--- config.mk ---
export PLATFORM = sky130hd
export DESIGN_NAME = interrupt_controller
export DESIGN_NICKNAME = d
export VERILOG_FILES = /design/src/rtl/interrupt_controller.sv
export SDC_FILE = /design/constraint.sdc
export NUM_CORES = 1
export LEC_CHECK = 0
export ABC_AREA = 0
export BUFFER_PORTS_ARGS = -buffer_cell sky130_fd_sc_hd__buf_4
export CAP_MARGIN = 20
export CORE_MARGIN = 5
export CORE_UTILIZATION = 40
export CTS_BUF_LIST = sky130_fd_sc_hd__clkbuf_16
export DETAILED_ROUTE_END_ITERATION = 10
export GPL_ROUTABILITY_DRIVEN = 0
export PLACE_DENSITY_LB_ADDON = 0.12
export REMOVE_ABC_BUFFERS = 1
export SETUP_SLACK_MARGIN = 0.2
export SLEW_MARGIN = 25
export SYNTH_ARGS = -nofsm -noshare
export SYNTH_HDL_FRONTEND = slang
export SYNTH_SLANG_ARGS = --single-unit
export TNS_END_PERCENT = 30
--- constraint.sdc ---
create_clock -name clk -period 2.6 [get_ports clk]
set_clock_uncertainty 0.05 [all_clocks]
set_input_delay 0.39 -clock clk [delete_from_list [all_inputs] [get_ports clk]]
set_output_delay 0.39 -clock clk [all_outputs]
set_load 0.02 [all_outputs]
--- src/rtl/interrupt_controller.sv ---
// Prioritised interrupt front-end: edge latch, mask, fixed-priority dispatch.
// Optional SERVICE watchdog enabled by defining IRQ_TIMEOUT_EN.
module interrupt_controller #(
    parameter int N_SRC        = 4,
    parameter int VEC_W        = 2,
    parameter int PULSE_CYCLES = 2,
    parameter int TIMEOUT      = 1024
) (
    input  logic             clk,
    input  logic             reset,
    input  logic [N_SRC-1:0] irq_req,
    input  logic [N_SRC-1:0] irq_mask,
    input  logic             core_stall,
    input  logic             rti_done,
    output logic             interrupt,
    output logic [VEC_W-1:0] irq_vector,
    output logic             irq_active,
    output logic [N_SRC-1:0] irq_pending,
    output logic             irq_timeout
);

    typedef enum logic [1:0] {
        IDLE    = 2'd0,
        FIRE    = 2'd1,
        SERVICE = 2'd2
    } stateT;

    localparam int CNT_W = 4;

    if (N_SRC < 2 || N_SRC > 8 || (1 << VEC_W) < N_SRC ||
        PULSE_CYCLES < 1 || PULSE_CYCLES > 15 || TIMEOUT < 1) begin : gBadParams
        $error("interrupt_controller: illegal parameter set");
    end

    stateT            state;
    stateT            stateNext;
    logic [N_SRC-1:0] reqPrev;
    logic [N_SRC-1:0] pending;
    logic [N_SRC-1:0] edges;
    logic [N_SRC-1:0] eligible;
    logic [N_SRC-1:0] clearMask;
    logic [VEC_W-1:0] sel;
    logic [VEC_W-1:0] vector;
    logic [VEC_W-1:0] vectorNext;
    logic [CNT_W-1:0] pulseCnt;
    logic [CNT_W-1:0] pulseCntNext;
    logic             any;

`ifdef IRQ_TIMEOUT_EN
    localparam int WD_W = (TIMEOUT > 2) ? $clog2(TIMEOUT) : 1;
    logic [WD_W-1:0]  wdCnt;
    logic [WD_W-1:0]  wdCntNext;
    logic             timeoutFlag;
    logic             timeoutFlagNext;
`endif

    assign edges    = irq_req & ~reqPrev;
    assign eligible = pending & irq_mask;
    assign any      = |eligible;

    // Fixed priority: the lowest-index eligible source wins.
    always_comb begin
        sel = '0;
        for (int i = N_SRC - 1; i >= 0; i--) begin
            if (eligible[i]) sel = VEC_W'(i);
        end
    end

    // Next-state logic for dispatch, pulse timing and service wait.
    always_comb begin
        stateNext    = state;
        vectorNext   = vector;
        pulseCntNext = pulseCnt;
        clearMask    = '0;
`ifdef IRQ_TIMEOUT_EN
        wdCntNext       = wdCnt;
        timeoutFlagNext = timeoutFlag;
`endif
        unique case (state)
            IDLE: begin
                if (any && !core_stall) begin
                    stateNext    = FIRE;
                    vectorNext   = sel;
                    clearMask    = N_SRC'(1) << sel;
                    pulseCntNext = '0;
                end
            end
            FIRE: begin
                if (pulseCnt == CNT_W'(PULSE_CYCLES - 1)) begin
                    stateNext = SERVICE;
`ifdef IRQ_TIMEOUT_EN
                    wdCntNext = '0;
`endif
                end else begin
                    pulseCntNext = pulseCnt + 1'b1;
                end
            end
            SERVICE: begin
                if (rti_done) begin
                    stateNext = IDLE;
                end
`ifdef IRQ_TIMEOUT_EN
                else if (wdCnt == WD_W'(TIMEOUT - 1)) begin
                    stateNext       = IDLE;
                    timeoutFlagNext = 1'b1;
                end else begin
                    wdCntNext = wdCnt + 1'b1;
                end
`endif
            end
            default: stateNext = IDLE;
        endcase
    end

    // State, edge history and pending latch; a new edge beats a same-cycle clear.
    always_ff @(posedge clk) begin
        if (reset) begin
            state    <= IDLE;
            reqPrev  <= '0;
            pending  <= '0;
            vector   <= '0;
            pulseCnt <= '0;
        end else begin
            state    <= stateNext;
            reqPrev  <= irq_req;
            pending  <= (pending & ~clearMask) | edges;
            vector   <= vectorNext;
            pulseCnt <= pulseCntNext;
        end
    end

`ifdef IRQ_TIMEOUT_EN
    // Watchdog counter and sticky timeout flag.
    always_ff @(posedge clk) begin
        if (reset) begin
            wdCnt       <= '0;
            timeoutFlag <= 1'b0;
        end else begin
            wdCnt       <= wdCntNext;
            timeoutFlag <= timeoutFlagNext;
        end
    end

    assign irq_timeout = timeoutFlag;
`else
    assign irq_timeout = 1'b0;
`endif

    assign interrupt   = (state == FIRE);
    assign irq_active  = (state != IDLE);
    assign irq_vector  = vector;
    assign irq_pending = pending;

endmodule

After elaboration in Yosys (flattened, before gate mapping)
Index checks and enable logic that the tools add are counted.
{"block": "op_classes", "n_reduce_logical": 9, "n_mux": 13, "n_addsub": 1, "n_eq_ne": 7, "bitwise_logic": 6, "shifts": 1}
{"cell": "two-way mux 4 bit", "n": 4}
{"cell": "two-way mux 2 bit", "n": 7}
{"cell": "AND 4 bit", "n": 3}
{"cell": "inverter 4 bit", "n": 2}
{"cell": "case mux 4 bit (2 select lines)", "n": 1}
{"cell": "!= test 2 bit, second input constant", "n": 3}
{"cell": "case mux 2 bit (3 select lines)", "n": 1}
{"cell": "AND reduction 3 bit", "n": 2}
{"cell": "adder 4 x 1 -> 4 bit, second input constant", "n": 1}
{"cell": "== test 4 x 1 -> 1 bit, second input constant", "n": 1}
{"cell": "bitwise OR 4 bit", "n": 1}
{"cell": "nonzero test 2 bit", "n": 2}
{"cell": "OR reduction 4 bit", "n": 1}
{"cell": "<< shifter 1 x 2 -> 4 bit, first input constant", "n": 1}
{"cell": "== test 2 x 1 -> 1 bit, second input constant", "n": 1}
{"cell": "== test 2 bit, second input constant", "n": 1}
{"cell": "logical NOT 2 bit", "n": 1}
{"cell": "!= test 2 x 1 -> 1 bit, second input constant", "n": 1}
{"cell": "AND reduction 2 bit", "n": 1}
{"cell": "logical AND 1 bit", "n": 1}
{"cell": "logical NOT 1 bit", "n": 1}
{"block": "word_totals", "register_bits": 16, "elab_cells": 42, "in_bits": 12}

Logic depth before layout (Yosys ltp)
Gate-level depths: netlist (run 1).
{"block": "logic_depth", "ltp_word": 11, "depth_mapped": 6, "depth_no_buf": 6}

Worst setup path before layout (run 1)
No wires, ideal clock.
{"block": "synth_timing", "kind": "reg-to-reg", "from": "register pending[0], in the netlist irq_pending[0]", "to": "register pulseCnt[3]", "arrival_ns": 1.161, "setup_slack_ns": 1.301, "path_buffers": 0, "stages_incl_launch_ff": 5, "period_less_slack_ns": 1.299, "setup_ns": 0.088, "cell_sequence": "dfxtp_1 a22o_1 o21ai_4 nand2_2 a311oi_2"}
{"block": "synth_via", "elab_chain_len": 5}
{"item": "start: declaration", "line": "38", "source": "logic [N_SRC-1:0] pending;"}
{"item": "start signal: assignment", "line": "126", "source": "pending <= (pending & ~clearMask) | edges;"}
{"item": "AND 4 bit", "line": "58", "source": "assign eligible = pending & irq_mask;"}
{"item": "OR reduction 4 bit", "line": "59", "source": "assign any = |eligible;"}
{"item": "logical AND 1 bit", "line": "81", "source": "if (any && !core_stall) begin"}
{"item": "!= test 2 bit (no line)"}
{"item": "AND reduction 3 bit (no line)"}
{"item": "end signal: assignment", "line": "128", "source": "pulseCnt <= pulseCntNext;"}
{"item": "end: declaration", "line": "45", "source": "logic [CNT_W-1:0] pulseCnt;"}
No other way between the ends.
A chain may end at the register's enable or synchronous reset.

Worst setup path after layout (run 1)
{"block": "layout_timing", "from": "register state[1]", "to": "output port interrupt"}
{"block": "layout_via", "elab_chain_len": 1}
{"item": "start: declaration", "line": "35", "source": "stateT state;"}
{"item": "start signal: assignment", "line": "124", "source": "state <= stateNext;"}
{"item": "== test 2 x 1 -> 1 bit", "line": "149", "source": "assign interrupt = (state == FIRE);"}
{"item": "end: declaration", "line": "15", "source": "output logic interrupt,"}
No other way between the ends.

==> metrics.cfg, run 1 <==
[global_route]
grt-ovfl-total=0
grt_pass1_wl_mm=2.415
grt_antenna_before_repair=0
grt_max_degree=17
grt_usage_pct=11.70
grt_pass1_vias=580

[clocking]
ctsHtreeMaxLevel=1
hold_buffers=0
numCtsBuffers=3
cts_tree=yes
cts_resized=0
path_clk_slew_ns=0.05
clock_latency_ns=0.24
post_cts_buffers=0
cts_buffer_depth=2
cts-root-buf=clkbuf_16
cts.sinks=16

[logic_synthesis]
synthAdderAreaFrac_pct=3.356
ys_ff_latch=16
synth_compound_area_share_pct=19.30
muxShareOfSynthArea_pct=0
synthCells=82
ys_seq_area_share_pct=42.95
synth_xor_area_share_pct=0
synthSimpleGateAreaFrac_pct=28.69
netlist_area_um2=745.7
syn_avg_cell_area_um2=9.094
synth_top_family_by_area=simple AND/OR/NAND/NOR gates
yosys_warnings=0
synth.distinct_cells=32

[flow_run]
max-cap-violations=0

[die]
initial_core_util_pct=42.72
pin_count=21
dieWidth_um=53.18
core_area_um2=1745
row_count=15
die_y_um=53.18
die_area_um2=2828

[power]
leakagePower_nw=0.3987
design_power_total_uw=672.5
irDropWorstVdd_v=0.0003570
power_density_nw_per_um2=695.4

[route]
detail-route-antenna-nets=0
firstDrtPassIters=4
finalWirelength_mm=1.448
drc_errors=0
via_count=616
post_drt_via_cell_ratio=4.850
wire_per_inst_um=11.40
drt_iter0_markers=7

[sta]
slew_violations=0
tns_ns=0
finalCritPeriodShare_pct=63.47
rsz0062_at_grt=false
finalHoldViolations=0
finalSetupViolations=0
fmax_mhz=606.0
post-route-min-period_ns=1.650
hold_ws_ns=0.3115

[placed_design]
numPortBuffers=19
dp.final_hpwl_mm=1.082

[finish]
fillers=157
final_nets=117
drive_gt1_share_pct=29.41
area_growth_pct=29.70
diodes=0

[critical_path]
r2r_slack_ns=1.25
worstSetupPathType=register to primary output
worstSetupStartpointType=register
critical_path.max_fanout=8
arrival_ns=1.21
endpoint_kind=primary output
worst_ep_required_time_ns=2.16

[min_path]
hold_class=input pin to register

[outcome]
status=complete, no violations

[metal layers]
metal | vias up | track usage (%) | routed length [µm]
met4 | 0 | 5.106 | 16
met1 | 267 | 15.73 | 707
met3 | 3 | 3.380 | 110
li1 | 324 | - | -
met5 | - | 0 | 0
met2 | 22 | 17.15 | 613
[final cells by class]
class                           count  area [µm²]  area share [%]
Clock buffer                        3       75.07           7.762
Timing Repair Buffer               19       142.6           14.75
Multi-Input combinational cell     61       386.6           39.97
Sequential cell                    16       320.3           33.12
Inverter                            2       7.507          0.7762
Clock inverter                      1       3.754          0.3881
Tap cell                           25       31.28           3.234
[Yosys cell counts]
master	number	area, µm²
a211oi_1	1	7.510
buf_6	1	11.26
a311oi_2	1	15.01
a21oi_1	10	50.05
conb_1	1	3.750
a22oi_1	1	7.510
dlymetal6s2s_1	1	12.51
inv_2	1	3.750
nand2_2	1	6.260
a32o_1	1	10.01
a21oi_2	1	8.760
nor3b_1	1	7.510
or2_2	1	6.260
ha_1	2	25.02
a22o_1	2	17.52
nor3_1	2	10.01
nor3_4	1	16.27
nand3_1	4	20.02
nor2b_1	8	50.05
nand2b_1	2	12.51
o21ai_4	1	16.27
o21ai_0	1	5.000
or3_1	1	6.260
buf_4	1	7.510
a31oi_1	1	6.260
dfxtp_1	16	320.3
nand3b_1	1	7.510
nand2_1	5	18.77
nor2_1	9	33.78
inv_1	1	3.750
nand4_1	1	6.260
nor3b_2	1	12.51
[flip-flops by register name (all words and copies together), names as in the netlist]
signal / flops
irq_pending: 4
irq_vector: 2
pulseCnt: 4
reqPrev: 4
state: 2
[cell usage in the layout (no fill, tap or decap), types with 2 or more instances in the layout]
| cell | netlist | final |
|---|---|---|
| a21oi_1 | 10 | 10 |
| a22o_1 | 2 | 2 |
| buf_4 | 1 | 19 |
| clkbuf_16 | 0 | 3 |
| dfxtp_1 | 16 | 16 |
| ha_1 | 2 | 2 |
| nand2_1 | 5 | 5 |
| nand2b_1 | 2 | 2 |
| nand3_1 | 4 | 4 |
| nor2_1 | 9 | 9 |
| nor2b_1 | 8 | 8 |
| nor3_1 | 2 | 2 |
[stage by stage]
| stage | std cells | area [µm²] | setup slack [ns] | util [%] |
|---|---|---|---|---|
| after floorplan | 79 | 714.4 | 1.294 | - |
| after global placement | 123 | 888.4 | 1.184 | 50.90 |
| after detailed placement | 123 | 888.4 | 1.151 | 50.90 |
| after CTS | 127 | 967.2 | 0.9302 | 55.41 |
| after global routing | 127 | 967.2 | 0.8514 | 55.41 |
| final | 127 | 967.2 | 0.9497 | 55.41 |
[where the power goes]
part           total [mW]  internal (mW)  switching (mW)
registers           0.272          0.260          0.0126
clock network       0.293          0.204          0.0898
logic               0.107         0.0489          0.0580
[cell families (layout without fill, tap and decap cells)]
kind of cell,count (synthesis),after routing
and+or+nand+nor,38,38
AOI/OAI and AO/OA,20,20
DFF,16,16
buffers and inverters,5,25
adders and majority gates,2,2
other,1,1
[worst paths after layout]
| kind | cells after the start | start | end |
|---|---|---|---|
| hold reg to reg | 2 | irq_vector[0]$_SDFFE_PP0P_ | irq_vector[0]$_SDFFE_PP0P_ |
| setup / recovery | 3 | state[1]$_SDFFE_PP0P_ | interrupt |
| setup reg to reg | 5 | pulseCnt[0]$_SDFFE_PP0P_ | pulseCnt[0]$_SDFFE_PP0P_ |
| hold / removal | 2 | irq_req[3] | reqPrev[3]$_SDFF_PP0_ |
[worst max-delay path: stages, from the launching register on]
cell      delay [ns]
dfxtp_1         0.39
nand2b_1        0.31
inv_2           0.10
buf_4           0.17
(Power assumes the default switching activity.)
==> inputs of run 2 (changes only) <==
==> constraint.sdc (replaced) <==
create_clock -name clk -period 1.7 [get_ports clk]
set_clock_uncertainty 0.05 [all_clocks]
set_input_delay 0.255 -clock clk [delete_from_list [all_inputs] [get_ports clk]]
set_output_delay 0.255 -clock clk [all_outputs]
set_load 0.02 [all_outputs]
==> run 2 against run 1 <==
Net effect:
- cell area rose by 0.26%
- register-to-register slack got worse by 0.93 ns
- critical path depth unchanged
- utilization increased by 0.14 points
- non-clock buffer count unchanged
- setup slack got worse by 0.69 ns
- first-iteration DRC count rose by 57%
- via count rose by 0.65%
- sequential power is 53% higher
- count of clock-buffer cells in the layout unchanged
- sequential share of layout area decreased by 0.085 points
- flip-flop and latch count unchanged
- critical path type unchanged
- highest routed layer unchanged
==> metrics.cfg, run 2 (synthesized netlist as in run 1, its figures left out) <==
[outcome]
status=complete, no violations

[critical_path]
crit_start=state[1]$_SDFFE_PP0P_
reg2reg_depth=5  ; unchanged
crit_family=flip-flops
arrival_ns=1.13  ; -0.08 ns
worst_ep_required_time_ns=1.39  ; -0.77 ns
cp.depth=3  ; unchanged
worstSetupPathType=register to primary output
endpoint_kind=primary output
rr_startpoint=pulseCnt[1]$_SDFFE_PP0P_
cp_cell_sequence=nand2b_2 -> inv_2 -> buf_4
worstSetupStartpointType=register
path_buf_inv=2  ; unchanged
cpPeakStageDelay_ns=0.40  ; about the same
critical_path.max_fanout=8  ; unchanged
cpMaxStageDelayCell=dfxtp_1

[power]
leakagePower_nw=0.3988  ; about the same
power_density_nw_per_um2=1066  ; +53%
irDropWorstVdd_v=0.0009545  ; +170%

[global_route]
grt_antenna_before_repair=0  ; unchanged
grt-ovfl-total=0  ; unchanged
grt_pass1_wl_mm=2.504  ; +3.7%
grt_usage_pct=12.52  ; +0.82 points
grt_max_degree=17  ; unchanged
grt_pass1_vias=577  ; -0.52%

[finish]
area_growth_pct=30.03
final_nets=117  ; unchanged
fillers=170  ; +8.3%
multiInputGateArea_um2=389.1  ; +0.65%
final_common_cell=buf_4
seq_area_um2=320.3  ; unchanged
diodes=0  ; unchanged
drive_gt1_share_pct=30.39  ; +0.98 points
final_cell_mix=buf_4 (19), dfxtp_1 (16), a21oi_1 (10)
design_area_um2=969.7  ; +0.26%

[placed_design]
dp_slack_ns=0.3375  ; -0.8136 ns
numPortBuffers=19  ; unchanged
dp.final_hpwl_mm=1.081  ; -0.10%
postPlaceCellArea_um2=888.4  ; unchanged

[sta]
slew_violations=0  ; unchanged
finalSetupViolations=0  ; unchanged
finalCritPeriodShare_pct=84.59
post-route-min-period_ns=1.438
tns_ns=0  ; unchanged
fmax_mhz=695.4
setup_ws_ns=0.2619  ; -0.6878 ns
hold_ws_ns=0.1780  ; -0.1336 ns
rsz0062_at_grt=false
finalHoldViolations=0  ; unchanged

[route]
wire_per_inst_um=11.72  ; +2.8%
drt_iter0_markers=11  ; +4
detail-route-antenna-nets=0  ; unchanged
finalWirelength_mm=1.489  ; +2.8%
firstDrtPassIters=4  ; unchanged
via_count=620  ; +0.65%
drc_errors=0  ; unchanged
post_drt_via_cell_ratio=4.882  ; +0.65%

[die]
die_y_um=53.18  ; unchanged
dieWidth_um=53.18  ; unchanged
core_area_um2=1745  ; unchanged
die_area_um2=2828  ; unchanged
pin_count=21  ; unchanged
initial_core_util_pct=42.72  ; unchanged
row_count=15  ; unchanged

[clocking]
cts_tree=yes
cts.sinks=16  ; unchanged
path_clk_slew_ns=0.05  ; about the same
cts-root-buf=clkbuf_16
ctsHtreeMaxLevel=1  ; unchanged
cts_buffer_depth=2  ; unchanged
hold_buffers=0  ; unchanged
numCtsBuffers=3  ; unchanged
clock_latency_ns=0.24  ; about the same

[min_path]
hold_class=input pin to register
min_from=irq_req[3]
min_path_cells=2  ; unchanged

[flow_run]
max-cap-violations=0  ; unchanged

==> run 2: cell counts in the layout (fill, tap and decap cells not counted) <==
Identical to the previous run, type by type.
==> run 2: final timing paths <==
kind	end	slack (ns)
setup / recovery	interrupt	0.26
hold / removal	reqPrev[3]$_SDFF_PP0_	0.18
setup reg to reg	pulseCnt[0]$_SDFFE_PP0P_	0.32
hold reg to reg	irq_vector[0]$_SDFFE_PP0P_	0.42
==> run 2: final cells by class <==
type                    count  share of cell area [%]
clock buffers               3                   7.742
clock inverters             1                  0.3871
inverters                   2                  0.7742
multi-input cells          61                   40.13
flip-flops and latches     16                   33.03
well taps                  25                   3.226
repair buffers             19                   14.71
==> run 2: timing repair <==
| item | CTS | global route |
|---|---|---|
| setup endpoints to repair | 1 | 0 |
| buffers inserted | 0 | 0 |
| resized for setup | 1 | 0 |
==> run 2: metal layers <==
layer / vias up / GRT usage, % / wire, µm
met2: 27 / 17.77 / 623
met4: 0 / 3.830 / 8
met3: 2 / 6.479 / 128
li1: 325 / - / -
met5: - / 0 / 0
met1: 266 / 16.24 / 728
==> run 2: where the power goes <==
| group | total (mW) | internal, mW | switching [mW] |
|---|---|---|---|
| combinational | 0.166 | 0.0757 | 0.0899 |
| clock | 0.451 | 0.311 | 0.140 |
| sequential | 0.417 | 0.397 | 0.0194 |
| total | 1.03 | 0.784 | 0.249 |
==> run 2: metrics by stage <==
| step | power [mW] | instances | util (%) |
|---|---|---|---|
| 2_1_floorplan | 0.5192 | 79 | - |
| 3_3_place_gp | 0.5850 | 123 | 50.90 |
| 5_1_grt | 1.088 | 127 | 55.56 |
| 3_5_place_dp | 0.5891 | 123 | 50.90 |
| 4_1_cts | 1.052 | 127 | 55.56 |
| 6_report | 1.034 | 127 | 55.56 |
==> inputs of run 3 (changes only) <==
--- a/config.mk
+++ b/config.mk
@@ -5,7 +5,7 @@
 export SDC_FILE = /design/constraint.sdc
 export NUM_CORES = 1
 export LEC_CHECK = 0
-export ABC_AREA = 0
+export ABC_AREA = 1
 export BUFFER_PORTS_ARGS = -buffer_cell sky130_fd_sc_hd__buf_4
 export CAP_MARGIN = 20
 export CORE_MARGIN = 5
==> constraint.sdc (replaced) <==
create_clock -name clk -period 1.4 [get_ports clk]
set_clock_uncertainty 0.05 [all_clocks]
set_input_delay 0.21 -clock clk [delete_from_list [all_inputs] [get_ports clk]]
set_output_delay 0.21 -clock clk [all_outputs]
set_load 0.02 [all_outputs]
==> run 3 against run 2 <==
Net effect:
- first-iteration DRC count grew 73%
- routed wire length grew 16%
- sequential power grew 29%
- power grew 37%
- cell area grew 18%
- via count grew 18%
- area after synthesis grew 5.4%
- non-clock buffer count grew 4
- die area grew 4.4%
- cell count grew 24%
- combinational power grew 100%
- setup slack lost 0.039 ns
- largest cell class unchanged
==> metrics.cfg, run 3 <==
[sta]
finalCritPeriodShare_pct=84.08
tns_ns=0  ; unchanged
finalSetupViolations=0  ; unchanged
post-route-min-period_ns=1.177
fmax_mhz=849.6
hold_ws_ns=0.1209  ; -0.05712 ns
rsz0062_at_grt=true
slew_violations=0  ; unchanged
finalHoldViolations=0  ; unchanged

[logic_synthesis]
syn_avg_cell_area_um2=7.413  ; -18%
synth.most_common_cell=nand2_1
synth_edf_count=0  ; unchanged
synthCells=106  ; +29%
synth.distinct_cells=24  ; -25%
netlist_area_um2=785.8  ; +5.4%
synth_area_leaders=dfxtp_1 (41%), nand2_1 (8.1%), nand2_2 (6.4%), inv_1 (6.2%), nor2_1 (6.2%)
ys.flop_type=dfxtp_1
ys_seq_area_share_pct=40.76  ; -2.2 points
synth.top_cell.area_share_pct=40.76  ; -2.2 points
ys_ff_latch=16  ; unchanged
yosys.area.top_type=dfxtp_1
synth_commonest_cells=nand2_1 (17), dfxtp_1 (16), inv_1 (13), nor2_1 (13)
async_reset_ff_share_pct=0  ; unchanged
yosys_warnings=0  ; unchanged

[global_route]
grt_pass1_vias=664  ; +15%
grt_antenna_before_repair=0  ; unchanged
grt_pass1_wl_mm=2.704  ; +8.0%
grt_max_degree=11  ; -6
grt-ovfl-total=0  ; unchanged
grt_usage_pct=12.60  ; +0.077 points

[flow_run]
max-cap-violations=0  ; unchanged

[clocking]
cts-root-buf=clkbuf_16
clock_latency_ns=0.24  ; about the same
numCtsBuffers=3  ; unchanged
cts.sinks=16  ; unchanged
cts_tree=yes
cts_buffer_depth=2  ; unchanged
hold_buffers=0  ; unchanged
ctsHtreeMaxLevel=1  ; unchanged
path_clk_slew_ns=0.05  ; about the same

[die]
initial_core_util_pct=40.89  ; -1.8 points
row_count=16  ; +1
core_area_um2=1922  ; +10%
die_y_um=54.32  ; +2.2%
die_area_um2=2951  ; +4.4%
pin_count=21  ; unchanged
dieWidth_um=54.32  ; +2.2%

[finish]
multiInputGateArea_um2=454.2  ; +17%
final_cell_mix=buf_4 (22), nand2_1 (16), inv_1 (13)
final_cells=158  ; +24%
drive_gt1_share_pct=43.51  ; +13 points
seq_area_um2=327.8  ; +2.3%
diodes=0  ; unchanged
fillers=176  ; +3.5%
area_growth_pct=45.22
final_nets=146  ; +25%
final_common_cell=buf_4
utilization_pct=59.38  ; +3.8 points

[critical_path]
worstSetupStartpointType=register
reg2reg_depth=8  ; +3
worstSetupPathType=register to register
r2r_slack_ns=0.22  ; -0.10 ns
crit_start=pulseCnt[1]$_SDFFE_PP0P_
rr_startpoint=pulseCnt[1]$_SDFFE_PP0P_
endpoint_kind=register
arrival_ns=1.27  ; +0.14 ns
worst_ep_required_time_ns=1.49  ; +0.10 ns
r2r-end=pulseCnt[3]$_SDFFE_PP0P_
critical_path.max_fanout=4  ; -4

[route]
firstDrtPassIters=4  ; unchanged
drc_errors=0  ; unchanged
drt_iter0_markers=19  ; +8
via_count=731  ; +18%
post_drt_via_cell_ratio=4.627  ; -5.2%
finalWirelength_mm=1.723  ; +16%
wire_per_inst_um=10.91  ; -7.0%
detail-route-antenna-nets=0  ; unchanged

[power]
irDropWorstVdd_v=0.0007549  ; -21%
leakagePower_nw=0.5339  ; +34%
power_density_nw_per_um2=1242  ; +17%

[min_path]
hold_class=input pin to register
min_from=irq_req[1]
min_path_cells=3  ; +1
hold_end=reqPrev[1]$_SDFF_PP0_

[placed_design]
numPortBuffers=19  ; unchanged
dp_cells=150  ; +22%
dp.final_hpwl_mm=1.190  ; +10%

[outcome]
status=complete, no violations

==> run 3: kinds of logic after synthesis <==
kind of cell,share of synthesized area (%)
adder cells (fa/ha/maj),3.184
AO/OA/AOI/OAI,10.51
XOR/XNOR,1.115
AND/OR/NAND/NOR,33.44
other,0.4772
flip-flops,40.76
buffers and inverters,10.51
==> run 3: where the power goes <==
part / internal, mW / total (mW) / switching, mW
combinational: 0.144 / 0.332 / 0.188
sequential: 0.499 / 0.537 / 0.0379
clock: 0.378 / 0.549 / 0.170
==> run 3: final cells by class <==
| class | instances | share of cell area [%] |
|---|---|---|
| clock inverters | 1 | 0.3289 |
| repair buffers | 23 | 15.46 |
| flip-flops and latches | 16 | 28.73 |
| multi-input cells | 70 | 39.80 |
| clock buffers | 3 | 6.579 |
| inverters | 18 | 6.140 |
| well taps | 27 | 2.961 |
==> run 3: through the flow <==
step / power (mW) / instance area (µm²) / setup slack (ns)
final: 1.417 / 1141 / 0.2229
after global routing: 1.487 / 1141 / 0.1609
after CTS: 1.371 / 1037 / 0.1923
after detailed placement: 0.8095 / 947.2 / 0.1273
after global placement: 0.8030 / 947.2 / 0.1779
after floorplan: 0.7130 / 770.7 / 0.2308
==> run 3: per-layer routing <==
metal	vias up	track usage, %	share of wire (%)
li1	385	-	-
met3	4	1.907	7.8
met4	0	8.714	0.70
met2	34	19.12	45
met5	-	0	0
met1	308	16.23	46
==> run 3: what timing repair did <==
action / 4_1_cts / 5_1_grt
pin swaps: 1 / 10
setup buffers: 0 / 4
endpoints found under the setup margin: 5 / 9
resized for setup: 5 / 19
cloned: 0 / 0
==> run 3: worst max-delay path by stage <==
stage | endpoint | slack (ns) | depth (start not counted)
after CTS | interrupt | 0.19 | 4
after global placement | pulseCnt[1]$_SDFFE_PP0P_ | 0.18 | 8
after floorplan | pulseCnt[3]$_SDFFE_PP0P_ | 0.23 | 6
after detailed placement | pulseCnt[3]$_SDFFE_PP0P_ | 0.13 | 6
final | pulseCnt[3]$_SDFFE_PP0P_ | 0.22 | 8
after global routing | pulseCnt[3]$_SDFFE_PP0P_ | 0.16 | 8
==> run 3: critical path: stages, from the launching register on <==
cell and delay [ns]:
dfxtp_2 0.35, inv_1 0.09, ha_4 0.17, nand3_4 0.09
nand2_4 0.08, nand2_4 0.08, nand2_1 0.05, nand2_1 0.07
nor2_2 0.03
